===== src/rtl/state_dump_scanner_pkg.sv =====
// Shared encodings for the state-dump scanner: scope modes, record source codes, FSM states.
// Pure definitions, no timing or flow-control behaviour of its own.
package dump_pkg;

   localparam logic [1:0] SCOPE_BOTH = 2'b00;
   localparam logic [1:0] SCOPE_REGS = 2'b01;
   localparam logic [1:0] SCOPE_MEM  = 2'b10;

   localparam logic SRC_REG = 1'b0;
   localparam logic SRC_MEM = 1'b1;

   typedef enum logic [1:0] {
      ST_IDLE  = 2'd0,
      ST_REGS  = 2'd1,
      ST_MEM   = 2'd2,
      ST_DRAIN = 2'd3
   } state_e;

   function automatic int max_w(input int a, input int b);
      return (a > b) ? a : b;
   endfunction

endpackage


===== src/rtl/state_dump_scanner_if.sv =====
// Scanner control, read-port and record-stream bundle; master = scanner, slave = host side.
// Record stream is valid/ready; read ports are combinational (data same cycle as address).
interface state_dump_scanner_if #(
   parameter int XLEN      = 32,
   parameter int N_REGS    = 32,
   parameter int MEM_DEPTH = 32,
   parameter int RA_W      = $clog2(N_REGS),
   parameter int MA_W      = $clog2(MEM_DEPTH),
   parameter int IDX_W     = dump_pkg::max_w(RA_W, MA_W)
);

   logic             start;
   logic [1:0]       scope;
   logic             skip_zero;
   logic             busy;
   logic             done;
   logic [RA_W-1:0]  reg_raddr;
   logic [XLEN-1:0]  reg_rdata;
   logic [MA_W-1:0]  mem_raddr;
   logic [XLEN-1:0]  mem_rdata;
   logic             out_valid;
   logic             out_ready;
   logic             out_src;
   logic [IDX_W-1:0] out_index;
   logic [XLEN-1:0]  out_data;

   modport master (
      input  start, scope, skip_zero, reg_rdata, mem_rdata, out_ready,
      output busy, done, reg_raddr, mem_raddr, out_valid, out_src, out_index, out_data
   );

   modport slave (
      output start, scope, skip_zero, reg_rdata, mem_rdata, out_ready,
      input  busy, done, reg_raddr, mem_raddr, out_valid, out_src, out_index, out_data
   );

endinterface


===== src/rtl/state_dump_scanner_out_stage.sv =====
// Single-entry valid/ready record register; loads in the same cycle the slot is free.
// Backpressure: fields hold while valid && !ready; a load with keep_i=0 leaves valid low.
module dump_out_stage #(
   parameter int XLEN  = 32,
   parameter int IDX_W = 5
) (
   input  logic             clk,
   input  logic             reset,
   input  logic             load_i,
   input  logic             keep_i,
   input  logic             src_i,
   input  logic [IDX_W-1:0] index_i,
   input  logic [XLEN-1:0]  data_i,
   input  logic             ready_i,
   output logic             slot_o,
   output logic             valid_o,
   output logic             src_o,
   output logic [IDX_W-1:0] index_o,
   output logic [XLEN-1:0]  data_o
);

   logic             valid_q, valid_d;
   logic             src_q, src_d;
   logic [IDX_W-1:0] index_q, index_d;
   logic [XLEN-1:0]  data_q, data_d;

   always_comb begin
      slot_o  = !valid_q || ready_i;
      valid_d = valid_q;
      src_d   = src_q;
      index_d = index_q;
      data_d  = data_q;
      if (load_i && slot_o) begin
         valid_d = keep_i;
         src_d   = src_i;
         index_d = index_i;
         data_d  = data_i;
      end else if (ready_i) begin
         valid_d = 1'b0;
      end
   end

   always_ff @(posedge clk) begin
      if (reset) begin
         valid_q <= 1'b0;
         src_q   <= 1'b0;
         index_q <= '0;
         data_q  <= '0;
      end else begin
         valid_q <= valid_d;
         src_q   <= src_d;
         index_q <= index_d;
         data_q  <= data_d;
      end
   end

   assign valid_o = valid_q;
   assign src_o   = src_q;
   assign index_o = index_q;
   assign data_o  = data_q;

endmodule


===== src/rtl/state_dump_scanner.sv =====
// Debug readout: walks register bank then data memory, one {src,index,data} record per word.
// Latency: start at edge k gives first record in cycle k+1; 1 record/cycle; stalls while out_ready low.
module state_dump_scanner
   import dump_pkg::*;
#(
   parameter int XLEN      = 32,
   parameter int N_REGS    = 32,
   parameter int MEM_DEPTH = 32,
   parameter int RA_W      = $clog2(N_REGS),
   parameter int MA_W      = $clog2(MEM_DEPTH),
   parameter int IDX_W     = max_w(RA_W, MA_W)
) (
   input logic                  clk,
   input logic                  reset,
   state_dump_scanner_if.master bus
);

   localparam logic [IDX_W-1:0] REG_LAST = IDX_W'(N_REGS - 1);
   localparam logic [IDX_W-1:0] MEM_LAST = IDX_W'(MEM_DEPTH - 1);

   state_e           state_q, state_d;
   logic [IDX_W-1:0] idx_q, idx_d;
   logic [1:0]       scope_q, scope_d;
   logic             skip_q, skip_d;
   logic             done_q, done_d;

   logic             slot;
   logic             load;
   logic             ld_src;
   logic             ld_keep;
   logic [XLEN-1:0]  ld_data;
   logic [RA_W-1:0]  reg_raddr;
   logic [MA_W-1:0]  mem_raddr;

   always_comb begin
      state_d   = state_q;
      idx_d     = idx_q;
      scope_d   = scope_q;
      skip_d    = skip_q;
      done_d    = 1'b0;
      load      = 1'b0;
      ld_src    = SRC_REG;
      ld_data   = bus.reg_rdata;
      reg_raddr = '0;
      mem_raddr = '0;

      case (state_q)
         ST_IDLE: begin
            if (bus.start) begin
               scope_d = bus.scope;
               skip_d  = bus.skip_zero;
               idx_d   = '0;
               state_d = (bus.scope == SCOPE_MEM) ? ST_MEM : ST_REGS;
            end
         end
         ST_REGS: begin
            reg_raddr = RA_W'(idx_q);
            load      = 1'b1;
            if (slot) begin
               if (idx_q == REG_LAST) begin
                  idx_d   = '0;
                  // Both encodings 00 and 11 continue into memory.
                  state_d = (scope_q == SCOPE_REGS) ? ST_DRAIN : ST_MEM;
               end else begin
                  idx_d = idx_q + IDX_W'(1);
               end
            end
         end
         ST_MEM: begin
            mem_raddr = MA_W'(idx_q);
            load      = 1'b1;
            ld_src    = SRC_MEM;
            ld_data   = bus.mem_rdata;
            if (slot) begin
               if (idx_q == MEM_LAST) begin
                  state_d = ST_DRAIN;
               end else begin
                  idx_d = idx_q + IDX_W'(1);
               end
            end
         end
         ST_DRAIN: begin
            // Leave once the final record has been taken (or was suppressed).
            if (!bus.out_valid || bus.out_ready) begin
               state_d = ST_IDLE;
               done_d  = 1'b1;
            end
         end
         default: state_d = ST_IDLE;
      endcase

      ld_keep = !(skip_q && (ld_data == '0));
   end

   always_ff @(posedge clk) begin
      if (reset) begin
         state_q <= ST_IDLE;
         idx_q   <= '0;
         scope_q <= SCOPE_BOTH;
         skip_q  <= 1'b0;
         done_q  <= 1'b0;
      end else begin
         state_q <= state_d;
         idx_q   <= idx_d;
         scope_q <= scope_d;
         skip_q  <= skip_d;
         done_q  <= done_d;
      end
   end

   dump_out_stage #(
      .XLEN  (XLEN),
      .IDX_W (IDX_W)
   ) u_out (
      .clk     (clk),
      .reset   (reset),
      .load_i  (load),
      .keep_i  (ld_keep),
      .src_i   (ld_src),
      .index_i (idx_q),
      .data_i  (ld_data),
      .ready_i (bus.out_ready),
      .slot_o  (slot),
      .valid_o (bus.out_valid),
      .src_o   (bus.out_src),
      .index_o (bus.out_index),
      .data_o  (bus.out_data)
   );

   assign bus.busy      = (state_q != ST_IDLE);
   assign bus.done      = done_q;
   assign bus.reg_raddr = reg_raddr;
   assign bus.mem_raddr = mem_raddr;

endmodule

===== src/flat_wrapper.sv =====
// flat-port wrapper written by rule: the top's interface ports become plain ports
module state_dump_scanner_flat import dump_pkg::*;
#(
   parameter int XLEN      = 32,
   parameter int N_REGS    = 32,
   parameter int MEM_DEPTH = 32,
   parameter int RA_W      = $clog2(N_REGS),
   parameter int MA_W      = $clog2(MEM_DEPTH),
   parameter int IDX_W     = max_w(RA_W, MA_W)
)
  (clk, reset, bus_start, bus_scope, bus_skip_zero, bus_reg_rdata, bus_mem_rdata, bus_out_ready, bus_busy, bus_done, bus_reg_raddr, bus_mem_raddr, bus_out_valid, bus_out_src, bus_out_index, bus_out_data);
  state_dump_scanner_if #(.XLEN(XLEN), .N_REGS(N_REGS), .MEM_DEPTH(MEM_DEPTH), .RA_W(RA_W), .MA_W(MA_W), .IDX_W(IDX_W)) bus_i ();
  input logic clk;
  input logic reset;
  input wire logic [$bits(bus_i.start)-1:0] bus_start;
  input wire logic [$bits(bus_i.scope)-1:0] bus_scope;
  input wire logic [$bits(bus_i.skip_zero)-1:0] bus_skip_zero;
  input wire logic [$bits(bus_i.reg_rdata)-1:0] bus_reg_rdata;
  input wire logic [$bits(bus_i.mem_rdata)-1:0] bus_mem_rdata;
  input wire logic [$bits(bus_i.out_ready)-1:0] bus_out_ready;
  output wire logic [$bits(bus_i.busy)-1:0] bus_busy;
  output wire logic [$bits(bus_i.done)-1:0] bus_done;
  output wire logic [$bits(bus_i.reg_raddr)-1:0] bus_reg_raddr;
  output wire logic [$bits(bus_i.mem_raddr)-1:0] bus_mem_raddr;
  output wire logic [$bits(bus_i.out_valid)-1:0] bus_out_valid;
  output wire logic [$bits(bus_i.out_src)-1:0] bus_out_src;
  output wire logic [$bits(bus_i.out_index)-1:0] bus_out_index;
  output wire logic [$bits(bus_i.out_data)-1:0] bus_out_data;
  assign bus_i.start = bus_start;
  assign bus_i.scope = bus_scope;
  assign bus_i.skip_zero = bus_skip_zero;
  assign bus_i.reg_rdata = bus_reg_rdata;
  assign bus_i.mem_rdata = bus_mem_rdata;
  assign bus_i.out_ready = bus_out_ready;
  assign bus_busy = bus_i.busy;
  assign bus_done = bus_i.done;
  assign bus_reg_raddr = bus_i.reg_raddr;
  assign bus_mem_raddr = bus_i.mem_raddr;
  assign bus_out_valid = bus_i.out_valid;
  assign bus_out_src = bus_i.out_src;
  assign bus_out_index = bus_i.out_index;
  assign bus_out_data = bus_i.out_data;
  state_dump_scanner #(.XLEN(XLEN), .N_REGS(N_REGS), .MEM_DEPTH(MEM_DEPTH), .RA_W(RA_W), .MA_W(MA_W), .IDX_W(IDX_W)) u_core (.clk(clk), .reset(reset), .bus(bus_i));
endmodule

===== config.mk =====
export PLATFORM = sky130hd
export DESIGN_NAME = state_dump_scanner_flat
export DESIGN_NICKNAME = d
export VERILOG_FILES = /design/src/rtl/state_dump_scanner_pkg.sv /design/src/rtl/state_dump_scanner_if.sv /design/src/rtl/state_dump_scanner_out_stage.sv /design/src/rtl/state_dump_scanner.sv /design/src/flat_wrapper.sv
export SDC_FILE = /design/constraint.sdc
export NUM_CORES = 1
export LEC_CHECK = 0
export ABC_AREA = 0
export CAP_MARGIN = 40
export CORE_ASPECT_RATIO = 0.5
export CORE_MARGIN = 4
export CORE_UTILIZATION = 42
export CTS_BUF_LIST = sky130_fd_sc_hd__clkbuf_16
export DETAILED_ROUTE_END_ITERATION = 10
export GPL_ROUTABILITY_DRIVEN = 0
export PLACE_DENSITY = 0.92
export SLEW_MARGIN = 20
export SYNTH_ARGS = -nofsm -noshare
export SYNTH_HDL_FRONTEND = slang
export SYNTH_SLANG_ARGS = --single-unit

===== constraint.sdc =====
create_clock -name clk -period 3.4 [get_ports clk]
set_input_delay 0.68 -clock clk [delete_from_list [all_inputs] [get_ports clk]]
set_output_delay 0.68 -clock clk [all_outputs]
set_load 0.02 [all_outputs]

Yosys cells after proc, flatten, opt, wreduce, memory -nomap -nowiden. Index checks and enable logic that the tools add are counted.

Add/subtract/negate cells: 1. Bitwise logic cells: 1. Muxes and demuxes: 23. $lt $le $gt $ge: 0. Reductions and logical operators: 15. Equality and inequality tests: 13. Div/mod/pow operators: 0. Multiply operators: 0. Shift-type cells: 0.

Operator list (count): two-way mux 5 bit (7); logical NOT 32 bit (1); two-way mux 32 bit (1); case mux 5 bit (3 select lines) (1); two-way mux 2 bit (7); inequality test 2 x 1 -> 1 bit (second input constant) (5); case mux 2 bit (4 select lines) (1); == test 2 bit (second input constant) (3); two-way mux 1 bit (6); AND reduction 6 bit (1); adder 5 x 1 -> 5 bit (second input constant) (1); == test 5 bit (second input constant) (1); AND reduction 5 bit (1); == test 2 x 1 -> 1 bit (second input constant) (2); inequality test 2 bit (second input constant) (2); nonzero test 2 bit (2); OR reduction 2 bit (2); nonzero test 3 bit (1); logical AND 1 bit (2); logical NOT 1 bit (2); logical NOT 2 bit (1); AND reduction 2 bit (1); logical OR 1 bit (1); NOT 1 bit (1).

Register bits after elaboration: 50. RAM bits: 0. Output and inout bits: 51. Bits of input ports: 71. Word-level logic and storage cells: 62. Memories: 0. ROM bits: 0. Latch bits: 0.

Longest topological paths before layout.
Word-level depth: 6. Depth in mapped cells: 8.

Cells and area by module. A second synthesis with hierarchy kept.

Cell total of the unflattened synthesis: 331. Area, all modules: 3074.2 um^2.

By module, submodules not included: dump_out_stage (cells each 178, instances 1, area an instance 1760.4 um^2); state_dump_scanner (cells each 153, instances 1, area an instance 1313.8 um^2).

Least setup slack after synthesis. OpenSTA, ideal clock, no wires.

Path kind: flip-flop to output port. Start point: reg u_core.state_q[0]. End point: out bus_mem_raddr[0]. Cell stages (with the launch flop): 6. Data arrival time: 1191 ps. Setup slack: 1529 ps. Required time: 2720 ps. Path through: dfxtp_1 > inv_1 > ha_1 > buf_4 > buf_2 > and2_1.

Cells in the longest elaborated chain, start to end: 2.

RTL lines: start, declared (line state_dump_scanner.sv:21) `state_e state_q, state_d;`; start signal, assigned (line state_dump_scanner.sv:103) `state_q <= state_d;`; == test 2 bit (line state_dump_scanner.sv:47) `case (state_q)`; two-way mux 5 bit (line state_dump_scanner.sv:47); end, declared (line flat_wrapper.sv:24) `output wire logic [$bits(bus_i.mem_raddr)-1:0] bus_mem_raddr;`.

Every way passes these cells.

Final worst setup path.
Start point: reg u_core.state_q[1]. End point: out bus_reg_raddr[3].

Cells in the longest elaborated chain, start to end: 2.

RTL lines: == test 2 x 1 -> 1 bit (line state_dump_scanner.sv:47); two-way mux 5 bit (line state_dump_scanner.sv:47); end, declared (line flat_wrapper.sv:23) `output wire logic [$bits(bus_i.reg_raddr)-1:0] bus_reg_raddr;`.

Every way passes these cells.

==> flow_metrics.py <==
metrics = {
    "outcome": {
        "status": "completed",
    },
    "die": {
        "die_area_um2": 7400,
        "die_w_um": 118,
        "rows": 19,
        "core_area_um2": 5660,
        "start_util_pct": 44.7,
        "die_h_um": 62.9,
        "io_pins": 122,
    },
    "timing": {
        "finClkSkew_ns": 0.00371,
        "finalCriticalPeriod_ns": 2.63,
        "maxSlewHeadroom_pct": 51.3,
        "setup-violations-final": 0,
        "period_share_pct": 77.4,
        "rsz0062_at_grt": "no",
        "slew_viol_final": 0,
        "fmax_ghz": 0.380,
        "fin_setup_tns_ns": 0,
        "hold_viol_final": 0,
        "max_slew.worst_pin.slew_ns": 0.728,
    },
    "cells_and_area": {
        "fillers": 422,
        "fin_cells": 479,
        "final_nets": 483,
        "syn_to_final_growth_pct": 57.1,
        "mostFrequentLayoutCell": "clkdlybuf4s50_1",
        "layout_common_cells": "clkdlybuf4s50_1 (120), dfxtp_1 (50), nor2_1 (36)",
        "n_antenna_cell": 0,
        "seqCellArea_um2": 1000,
        "final_area_um2": 3970,
        "multi_input_area_um2": 1420,
        "drive_above_1_share_pct": 3.94,
    },
    "synth": {
        "synth-seq-area-share_pct": 39.6,
        "synthCells": 292,
        "netlist_area_um2": 2530,
        "syn_area_per_cell_um2": 8.66,
        "synth-seq-cells": 50,
        "syn_nets": 370,
        "yosys_warnings": 0,
        "synth_cell_types": 36,
    },
    "cts": {
        "clock_sinks": 50,
        "cts-htree-levels": 2,
        "cts_buffer_depth": 2,
        "post_cts_buffers": 0,
        "cts_buffers": 5,
        "path_clk_slew_ns": 0.06,
        "cts-resized-gates": 0,
        "ctsRootBufferMaster": "clkbuf_16",
        "hold_buffers": 0,
        "cts_tree": "yes",
        "clkLatencyLatePin_ns": 0.28,
    },
    "run": {
        "timing.max_cap.violations": 0,
    },
    "setup_path": {
        "end_kind": "output port",
        "cp-startpoint": "u_core.state_q[1]",
        "r2r_slack_ns": 1.14,
        "reg2reg_depth": 7,
        "worstPathMaxFanout": 12,
        "worstPathRequired_ns": 2.72,
        "cp_cell_sequence": "inv_1, ha_1, and2_1, clkdlybuf4s50_1",
        "worstReg2RegEnd": "u_core.u_out.data_o[5]",
        "rr_startpoint": "u_core.state_q[0]",
        "max_stage_delay_ns": 0.61,
        "critical_path_class": "flop to output port",
        "start_kind": "flop",
        "arrival_ns": 1.95,
        "cp_slowest_cell": "clkdlybuf4s50_1",
    },
    "min_path": {
        "hp-start": "u_core.u_out.index_o[2]",
        "hold-path-endpoint": "u_core.u_out.index_o[2]",
        "holdCritPathClass": "flop to flop",
        "whs_path_depth": 2,
    },
    "power": {
        "peakVddDrop_mv": 0.454,
        "p_sw_mw": 1.35,
        "sequentialPowerShare_pct": 26.3,
        "swShare_pct": 42.0,
        "p_per_area_nw_per_um2": 812,
        "cell_internal_pwr_mw": 1.87,
        "power_frac_clock_pct": 17.1,
        "power_leakage_nw": 1.39,
        "combPwrFrac_pct": 56.6,
    },
    "global_routing": {
        "track_usage_pct": 20.8,
        "grt_pass1_wl_mm": 13.0,
        "grt_overflow_total": 0,
        "antenna_found_initial": 0,
        "grt_pass1_vias": 2669,
        "grt_max_degree": 54,
    },
    "place": {
        "dp_hpwl_mm": 6.01,
        "port_buffers": 121,
        "placed_area_um2": 3780,
        "dp_cells": 470,
    },
    "detailed_routing": {
        "drt-initial-drc-count": 152,
        "dr_total_vias": 2660,
        "vias_per_cell": 5.55,
        "wl_mm": 7.91,
        "routedWlPerCell_um": 16.5,
        "drc": 0,
        "first_pass_iters": 4,
        "drt.antenna.violating_nets": 0,
    },
}
## worst max-delay path, delay by kind of cell (launching register included)
kind,cells,cell delay (ns)
DFF,1,0.34
buffers and inverters,2,0.72
and+or+nand+nor,1,0.20
adders and majority gates,1,0.41
## how the worst max path moves through the flow
stage | endpoint | slack, ns | cells past startpoint
2_1_floorplan | bus_mem_raddr[0] | 1.53 | 5
3_3_place_gp | u_core.u_out.data_o[24] | 0.96 | 6
3_5_place_dp | u_core.u_out.data_o[5] | 0.81 | 6
4_1_cts | bus_reg_raddr[3] | 0.77 | 4
5_1_grt | bus_reg_raddr[3] | 0.65 | 4
6_report | bus_reg_raddr[3] | 0.77 | 4
## stage by stage
stage | hold slack (ns) | utilization [%] | setup WS (ns) | total power [mW]
floorplan | 0.431 | - | 1.53 | 2.03
global placement | 0.441 | 66.8 | 0.961 | 2.58
detailed placement | 0.448 | 66.8 | 0.812 | 2.65
CTS | 0.457 | 69.7 | 0.769 | 3.22
global route | 0.472 | 70.2 | 0.650 | 3.42
finish | 0.453 | 70.2 | 0.769 | 3.22
## cells by family (layout without fill, tap and decap cells)
kind of cell,Yosys count,after routing,synth area share [%]
mux,32,32,12.7
compound gates,67,67,18.3
flops,50,50,39.6
buf+inv,26,140,4.60
simple gates,110,110,21.4
fa+ha+maj,7,7,3.46
## registers in the layout, summed over array words and instances (netlist names)
name                  count
u_core.u_out.src_o        1
u_core.state_q            2
u_core.idx_q              5
u_core.skip_q             1
u_core.scope_q            2
u_core.u_out.valid_o      1
u_core.bus.done           1
u_core.u_out.data_o      32
u_core.u_out.index_o      5
## cell usage after synthesis (all sizes together)
library cell / count / area, µm²
inv: 7 / 26.3
nor2: 37 / 141
mux2i: 32 / 320
nand2: 19 / 71.3
a21oi: 13 / 65.1
o32ai: 3 / 26.3
a211oi: 34 / 255
or3: 3 / 18.8
nor4: 13 / 81.3
nor4b: 1 / 8.76
dfxtp: 50 / 1000
o32a: 1 / 10.0
o22a: 1 / 8.76
o22ai: 2 / 12.5
a21o: 1 / 7.51
o21a: 1 / 7.51
and3b: 1 / 8.76
and2: 10 / 62.6
nand3: 8 / 40.0
clkbuf: 9 / 37.5
a41oi: 1 / 8.76
o31ai: 1 / 7.51
nor3: 5 / 25.0
nor2b: 4 / 25.0
ha: 7 / 87.6
nand2b: 3 / 18.8
o21ai: 7 / 35.0
o21ba: 1 / 10.0
o211ai: 1 / 7.51
nor3b: 1 / 7.51
buf: 10 / 52.6
nand3b: 1 / 7.51
nand4: 4 / 25.0
## power by group through the flow
stage / sequential (mW) / combinational [mW] / clock [mW]
2_1_floorplan: 0.996 / 1.04 / 0
3_3_place_gp: 0.847 / 1.73 / 0
3_5_place_dp: 0.852 / 1.80 / 0
4_1_cts: 0.845 / 1.81 / 0.555
5_1_grt: 0.865 / 1.98 / 0.582
6_report: 0.846 / 1.82 / 0.553
## layout make-up
| cell class | count | area share, % |
|---|---|---|
| Tap cell | 73 | 2.30 |
| Inverter | 7 | 0.662 |
| Sequential cell | 50 | 25.2 |
| Timing Repair Buffer | 125 | 31.9 |
| Clock inverter | 3 | 1.01 |
| Clock buffer | 5 | 3.15 |
| Multi-Input combinational cell | 216 | 35.7 |
## layer usage
metal  track usage [%]  wire length (µm)  vias up
met5                 0                 0        -
met4              5.84               136        0
met3              5.70               424       16
met2              38.0              4060       99
met1              23.9              3290     1246
li1                  -                 -     1299
(Power assumes the default switching activity.)
